--- src/rtl/bit_range_inserter_if.sv ---
// Request/response bundle for the serial bit-range inserter.
interface bit_range_inserter_if;
  logic        Start;
  logic [7:0]  StartBit;
  logic [7:0]  EndBit;
  logic [31:0] FieldIn;
  logic [31:0] BaseWord;
  logic        Busy;
  logic [31:0] Result;
  logic        Valid_Output;
  logic        Error;

  // Requester side: drives the job, observes the packed word.
  modport master (
    output Start, StartBit, EndBit, FieldIn, BaseWord,
    input  Busy, Result, Valid_Output, Error
  );

  // Inserter side.
  modport slave (
    input  Start, StartBit, EndBit, FieldIn, BaseWord,
    output Busy, Result, Valid_Output, Error
  );
endinterface

--- src/rtl/bit_range_inserter.sv ---
// Serial bit-field packer: writes FieldIn[W-1:0] into BaseWord bits
// [StartBit-1 .. EndBit-1], one bit per clock, then pulses Valid_Output.
module bit_range_inserter (
  input  logic                  Main_CLK,
  input  logic                  Main_RST_n,
  bit_range_inserter_if.slave   bus
);

  localparam int unsigned WORD_W = 32;
  localparam int unsigned BIT_W  = 8;

  typedef enum logic [1:0] {
    S_IDLE  = 2'd0,
    S_SHIFT = 2'd1,
    S_DONE  = 2'd2
  } state_t;

  state_t              state_q, state_d;
  logic [BIT_W-1:0]    end_q, end_d;
  logic [BIT_W-1:0]    pos_q, pos_d;
  logic [BIT_W-1:0]    cnt_q, cnt_d;
  logic [WORD_W-1:0]   field_q, field_d;
  logic [WORD_W-1:0]   base_q, base_d;
  logic [WORD_W-1:0]   work_q, work_d;
  logic                flag_q, flag_d;
  logic [WORD_W-1:0]   result_q, result_d;
  logic                valid_q, valid_d;
  logic                error_q, error_d;
  logic                busy_q, busy_d;
  logic                range_ok_c;

  // Range is usable only if 1 <= StartBit <= EndBit <= 32.
  assign range_ok_c = (bus.StartBit != BIT_W'(0)) &&
                      (bus.StartBit <= bus.EndBit) &&
                      (bus.EndBit <= BIT_W'(WORD_W));

  // State and datapath registers, synchronous active-low reset.
  always_ff @(posedge Main_CLK) begin
    if (!Main_RST_n) begin
      state_q  <= S_IDLE;
      end_q    <= '0;
      pos_q    <= '0;
      cnt_q    <= '0;
      field_q  <= '0;
      base_q   <= '0;
      work_q   <= '0;
      flag_q   <= 1'b0;
      result_q <= '0;
      valid_q  <= 1'b0;
      error_q  <= 1'b0;
      busy_q   <= 1'b0;
    end else begin
      state_q  <= state_d;
      end_q    <= end_d;
      pos_q    <= pos_d;
      cnt_q    <= cnt_d;
      field_q  <= field_d;
      base_q   <= base_d;
      work_q   <= work_d;
      flag_q   <= flag_d;
      result_q <= result_d;
      valid_q  <= valid_d;
      error_q  <= error_d;
      busy_q   <= busy_d;
    end
  end

  // Next-state and datapath: latch in IDLE, one bit per cycle in SHIFT, publish in DONE.
  always_comb begin
    state_d  = state_q;
    end_d    = end_q;
    pos_d    = pos_q;
    cnt_d    = cnt_q;
    field_d  = field_q;
    base_d   = base_q;
    work_d   = work_q;
    flag_d   = flag_q;
    result_d = result_q;
    error_d  = error_q;
    valid_d  = 1'b0;

    unique case (state_q)
      S_IDLE: begin
        if (bus.Start) begin
          field_d = bus.FieldIn;
          base_d  = bus.BaseWord;
          work_d  = bus.BaseWord;
          end_d   = bus.EndBit;
          pos_d   = bus.StartBit - BIT_W'(1);
          cnt_d   = '0;
          flag_d  = !range_ok_c;
          state_d = range_ok_c ? S_SHIFT : S_DONE;
        end
      end
      S_SHIFT: begin
        work_d[pos_q[4:0]] = field_q[cnt_q[4:0]];
        pos_d = pos_q + BIT_W'(1);
        cnt_d = cnt_q + BIT_W'(1);
        if (pos_q == end_q - BIT_W'(1)) begin
          state_d = S_DONE;
        end
      end
      S_DONE: begin
        result_d = flag_q ? base_q : work_q;
        error_d  = flag_q;
        valid_d  = 1'b1;
        state_d  = S_IDLE;
      end
      default: begin
        state_d = S_IDLE;
      end
    endcase
  end

  // Busy tracks the registered state so it rises on the Start edge.
  always_comb begin
    busy_d = (state_d != S_IDLE);
  end

  assign bus.Busy         = busy_q;
  assign bus.Result       = result_q;
  assign bus.Valid_Output = valid_q;
  assign bus.Error        = error_q;

endmodule

--- src/flat_wrapper.sv ---
// flat-port wrapper written by rule: the top's interface ports become plain ports
module bit_range_inserter_flat 
  (Main_CLK, Main_RST_n, bus_Start, bus_StartBit, bus_EndBit, bus_FieldIn, bus_BaseWord, bus_Busy, bus_Result, bus_Valid_Output, bus_Error);
  bit_range_inserter_if bus_i ();
  input  logic Main_CLK;
  input  logic Main_RST_n;
  input wire logic [$bits(bus_i.Start)-1:0] bus_Start;
  input wire logic [$bits(bus_i.StartBit)-1:0] bus_StartBit;
  input wire logic [$bits(bus_i.EndBit)-1:0] bus_EndBit;
  input wire logic [$bits(bus_i.FieldIn)-1:0] bus_FieldIn;
  input wire logic [$bits(bus_i.BaseWord)-1:0] bus_BaseWord;
  output wire logic [$bits(bus_i.Busy)-1:0] bus_Busy;
  output wire logic [$bits(bus_i.Result)-1:0] bus_Result;
  output wire logic [$bits(bus_i.Valid_Output)-1:0] bus_Valid_Output;
  output wire logic [$bits(bus_i.Error)-1:0] bus_Error;
  assign bus_i.Start = bus_Start;
  assign bus_i.StartBit = bus_StartBit;
  assign bus_i.EndBit = bus_EndBit;
  assign bus_i.FieldIn = bus_FieldIn;
  assign bus_i.BaseWord = bus_BaseWord;
  assign bus_Busy = bus_i.Busy;
  assign bus_Result = bus_i.Result;
  assign bus_Valid_Output = bus_i.Valid_Output;
  assign bus_Error = bus_i.Error;
  bit_range_inserter u_core (.Main_CLK(Main_CLK), .Main_RST_n(Main_RST_n), .bus(bus_i));
endmodule
--- config.mk ---
export PLATFORM = sky130hd
export DESIGN_NAME = bit_range_inserter_flat
export DESIGN_NICKNAME = d
export VERILOG_FILES = /design/src/rtl/bit_range_inserter_if.sv /design/src/rtl/bit_range_inserter.sv /design/src/flat_wrapper.sv
export SDC_FILE = /design/constraint.sdc
export NUM_CORES = 1
export LEC_CHECK = 0
export CAP_MARGIN = 20
export CELL_PAD_IN_SITES_DETAIL_PLACEMENT = 0
export CELL_PAD_IN_SITES_GLOBAL_PLACEMENT = 2
export CORE_MARGIN = 4
export CORE_UTILIZATION = 29
export CTS_CLUSTER_DIAMETER = 60
export DETAILED_ROUTE_END_ITERATION = 7
export PLACE_DENSITY_LB_ADDON = 0.05
export RECOVER_POWER = 100
export SYNTH_ARGS = -nofsm -noshare
export SYNTH_HDL_FRONTEND = slang
export SYNTH_SLANG_ARGS = --single-unit
--- constraint.sdc ---
create_clock -name Main_CLK -period 1.9 [get_ports Main_CLK]
set_input_delay 0.38 -clock Main_CLK [delete_from_list [all_inputs] [get_ports Main_CLK]]
set_output_delay 0.38 -clock Main_CLK [all_outputs]
set_load 0.005 [all_outputs]
==> key figures <==
Floorplanning
  • Chip Height: 165 µm
  • Io pins: 118
  • Die width: 165 µm
  • Row cnt: 57
  • Die area: 0.0274 mm²
  • Core ar.: 0.0244 mm²
  • Initial Utilization: 0.295

Yosys
  • FFs w/ async S/R, synth: 0
  • Syn nets: 965
  • Synth warn: 0
  • Register area share after synthesis: 0.431
  • Register bit total from synthesis: 155
  • Distinct cell type count after synthesis: 52
  • Syn_area_per_cell: 8.30 µm²
  • Post-synth EDFFs: 0
  • Post-Syn Area: 0.00719 mm²
  • Count of mapped cells out of synthesis: 867
  • Most used DFF post-synth: dfxtp_1

STA
  • Final Critical Period: 2040 ps
  • Clock Skew: 10.6 ps
  • Hold Fails Final Rpt: 0
  • Setup violators final: 32
  • RSZ-0062 raised after global routing: yes
  • Slew @ Worst Pin: 1130 ps
  • Max Freq: 490 MHz
  • Post-layout worst setup margin: -140 ps
  • Setup TNS: -3650 ps
  • Final period utilization: 1.07
  • Rel. slew slack: 0.247
  • Final Max Tran Viols: 0

Route
  • Routed length per placed instance: 15.8 µm
  • Post-Route WL: 21300 µm
  • Remaining DRCs: 0
  • Vias: 6468
  • 1st-pass router iterations: 5
  • Via density: 4.82
  • 1st-iter DRT viols: 340
  • ANT nets after route: 0

Setup path
  • Maximum fanout along the worst path: 8
  • Crit path capture type: flop
  • Crit path kind: reg -> reg
  • R2r startpoint: u_core.cnt_q[1]$_SDFFE_PN0P_
  • Reg2Reg Setup Slack: -140 ps
  • Worst Path Arrival: 2360 ps
  • R2R Path End: u_core.work_q[4]$_SDFFE_PN0P_
  • R2R depth: 8
  • Worst Path Required: 2220 ps
  • Crit path launch type: flop

Clock network
  • Root Buffer Master: clkbuf_16
  • Num CTS Buffers: 17
  • Clock latency on the worst-skew pair: 420 ps
  • CTS tree: done
  • TritonCTS Sinks: 155
  • Clk pin slew, worst setup/hold paths: 70 ps
  • H-Tree Depth: 4
  • Hold buffer count at CTS: 0
  • Worst-case clock buffer depth: 2

Power
  • Peak supply drop: 494 µV
  • Clock network power share: 0.396
  • Sequential power share: 0.443
  • Switching Share: 0.279
  • Leakage: 3.97 nW
  • Psw: 2.27 mW
  • Pwr dens: 830 mW/mm²
  • Int Pwr: 5.86 mW
  • Design Power: 8.12 mW
  • Comb power frac: 0.160

Min path
  • Hold Startpoint: bus_EndBit[4]
  • HP Class: in -> reg
  • Worst Hold Path Cells: 3
  • Hold EP: u_core.end_q[4]$_SDFFE_PN0P_

Cells and area
  • Most frequent cells in the layout: nand2_1, dfxtp_1, clkdlybuf4s50_1
  • Number of nets in the layout: 1104
  • Share of cells above drive strength 1: 0.119
  • Layout fillers: 2490
  • N_diodes: 0
  • Area Overhead vs Synth: 36.0%
  • Most common cell after layout, fill and taps aside: nand2_1

Outcome
  • Violated checks: negative setup slack
  • Status: complete, but fails checks

Placed design
  • Port Buffers: 117
  • HPWL after detailed placement: 14800 µm
  • GP Congestion: 0.829

Global routing
  • First-pass GRT wire length: 33700 µm
  • GRT Total Usage: 0.157
  • Pin count of the biggest net entering global routing: 66
  • Congestion Overflow GR: 0
  • Vias in the first global route: 6523
  • Initial antenna violation count: 0

Job
  • Max cap viols: 0
==> cell usage after synthesis (all sizes together) (2+ instances only) <==
cell type / instances / area, µm²
a211oi: 32 / 240
a21boi: 41 / 308
a21oi: 47 / 235
a22oi: 3 / 22.5
a311oi: 2 / 17.5
a31oi: 9 / 56.3
and2: 7 / 43.8
and2b: 2 / 15.0
and3: 3 / 18.8
and3b: 2 / 17.5
buf: 17 / 119
clkbuf: 48 / 180
dfxtp: 155 / 3100
ha: 15 / 188
inv: 14 / 52.6
mux2i: 51 / 510
nand2: 226 / 848
nand2b: 2 / 12.5
nand3: 35 / 175
nand4: 4 / 25.0
nand4b: 2 / 17.5
nor2: 46 / 173
nor2b: 4 / 25.0
nor3: 9 / 45.0
nor3b: 5 / 37.5
nor4: 3 / 18.8
o211a: 28 / 280
o21a: 8 / 60.1
o21ai: 11 / 55.1
o22ai: 2 / 12.5
or2: 2 / 12.5
or3: 2 / 12.5
xnor2: 11 / 96.3
xor2: 5 / 43.8
==> worst max-delay path, stage by stage, from the launching register on <==
cell and delay (ps):
dfxtp_4 410, buf_6 140, mux2i_4 230, a22oi_2 100, nand3_1 90, o21ai_1 70
or3_4 470, clkbuf_16 200, o211a_1 220
==> state kept, by name, indices dropped and copies added (netlist names) <==
name and flops:
u_core.base_q 32, u_core.bus.Busy 1, u_core.bus.Error 1, u_core.bus.Result 32
u_core.bus.Valid_Output 1, u_core.cnt_q 5, u_core.end_q 8, u_core.field_q 32
u_core.flag_q 1, u_core.pos_q 8, u_core.state_q 2, u_core.work_q 32
==> power groups by stage <==
stage / Combinational [mW] / Clock [mW] / Sequential (mW)
6_report: 1.30 / 3.22 / 3.60
5_1_grt: 1.45 / 3.45 / 3.63
4_1_cts: 1.34 / 3.31 / 3.60
3_5_place_dp: 1.31 / 0 / 3.68
3_3_place_gp: 1.29 / 0 / 3.67
2_1_floorplan: 0.710 / 0 / 3.63
==> cells by family (layout without fill, tap and decap cells) <==
family | Yosys count | after routing | synth area share
flip-flops | 155 | 155 | 0.431
adder cells (fa/ha/maj) | 15 | 15 | 0.0261
XOR/XNOR | 16 | 16 | 0.0195
buffers and inverters | 80 | 232 | 0.0494
multiplexers | 51 | 51 | 0.0710
AO/OA/AOI/OAI | 194 | 194 | 0.192
AND/OR/NAND/NOR | 356 | 356 | 0.210
==> metal layers <==
layer	up-vias	track usage	routed length [µm]
met2	119	0.266	10300
li1	3267	-	-
met4	0	0.0499	350
met3	24	0.0246	733
met1	3058	0.204	9870
met5	-	0	0
==> worst max path at each step <==
stage | to | slack, ps | startpoint | cells past startpoint
final | u_core.work_q[4]$_SDFFE_PN0P_ | -140 | u_core.cnt_q[1]$_SDFFE_PN0P_ | 8
after global routing | u_core.work_q[16]$_SDFFE_PN0P_ | -200 | u_core.cnt_q[1]$_SDFFE_PN0P_ | 8
after CTS | u_core.work_q[15]$_SDFFE_PN0P_ | -110 | u_core.cnt_q[1]$_SDFFE_PN0P_ | 8
after detailed placement | u_core.state_q[1]$_SDFF_PN0_ | -560 | bus_EndBit[1] | 7
after global placement | u_core.state_q[1]$_SDFF_PN0_ | -400 | bus_EndBit[1] | 7
after floorplan | u_core.work_q[29]$_SDFFE_PN0P_ | 2 | u_core.cnt_q[1]$_SDFFE_PN0P_ | 10
==> repair_timing <==
item | CTS | global route
setup buffers | 1 | 0
gates cloned | 1 | 1
endpoints found under the setup margin | 35 | 36
resized for setup | 12 | 16
endpoints found under the hold margin | 0 | 0
pin swaps | 7 | 15
==> final cells by class <==
class                   count  area [µm²]  area share
inverters                  15        56.3     0.00576
flip-flops and latches    155        3110       0.318
repair buffers            185        1800       0.184
multi-input cells         632        3860       0.395
clock inverters            13         109      0.0111
well taps                 324         405      0.0414
clock buffers              19         443      0.0453
==> per-stage QoR <==
| stage | area (µm²) | hold WS (ps) | utilization | setup slack [ps] | instances |
|---|---|---|---|---|---|
| global placement | 9100 | 445 | 0.373 | -402 | 1308 |
| finish | 9780 | 265 | 0.401 | -140 | 1343 |
| global route | 9780 | 310 | 0.401 | -205 | 1343 |
| floorplan | 7190 | 436 | - | 2.09 | 867 |
| CTS | 9720 | 372 | 0.399 | -109 | 1342 |
| detailed placement | 9100 | 446 | 0.373 | -564 | 1308 |
Note: power is estimated with default switching activity, not from simulation.
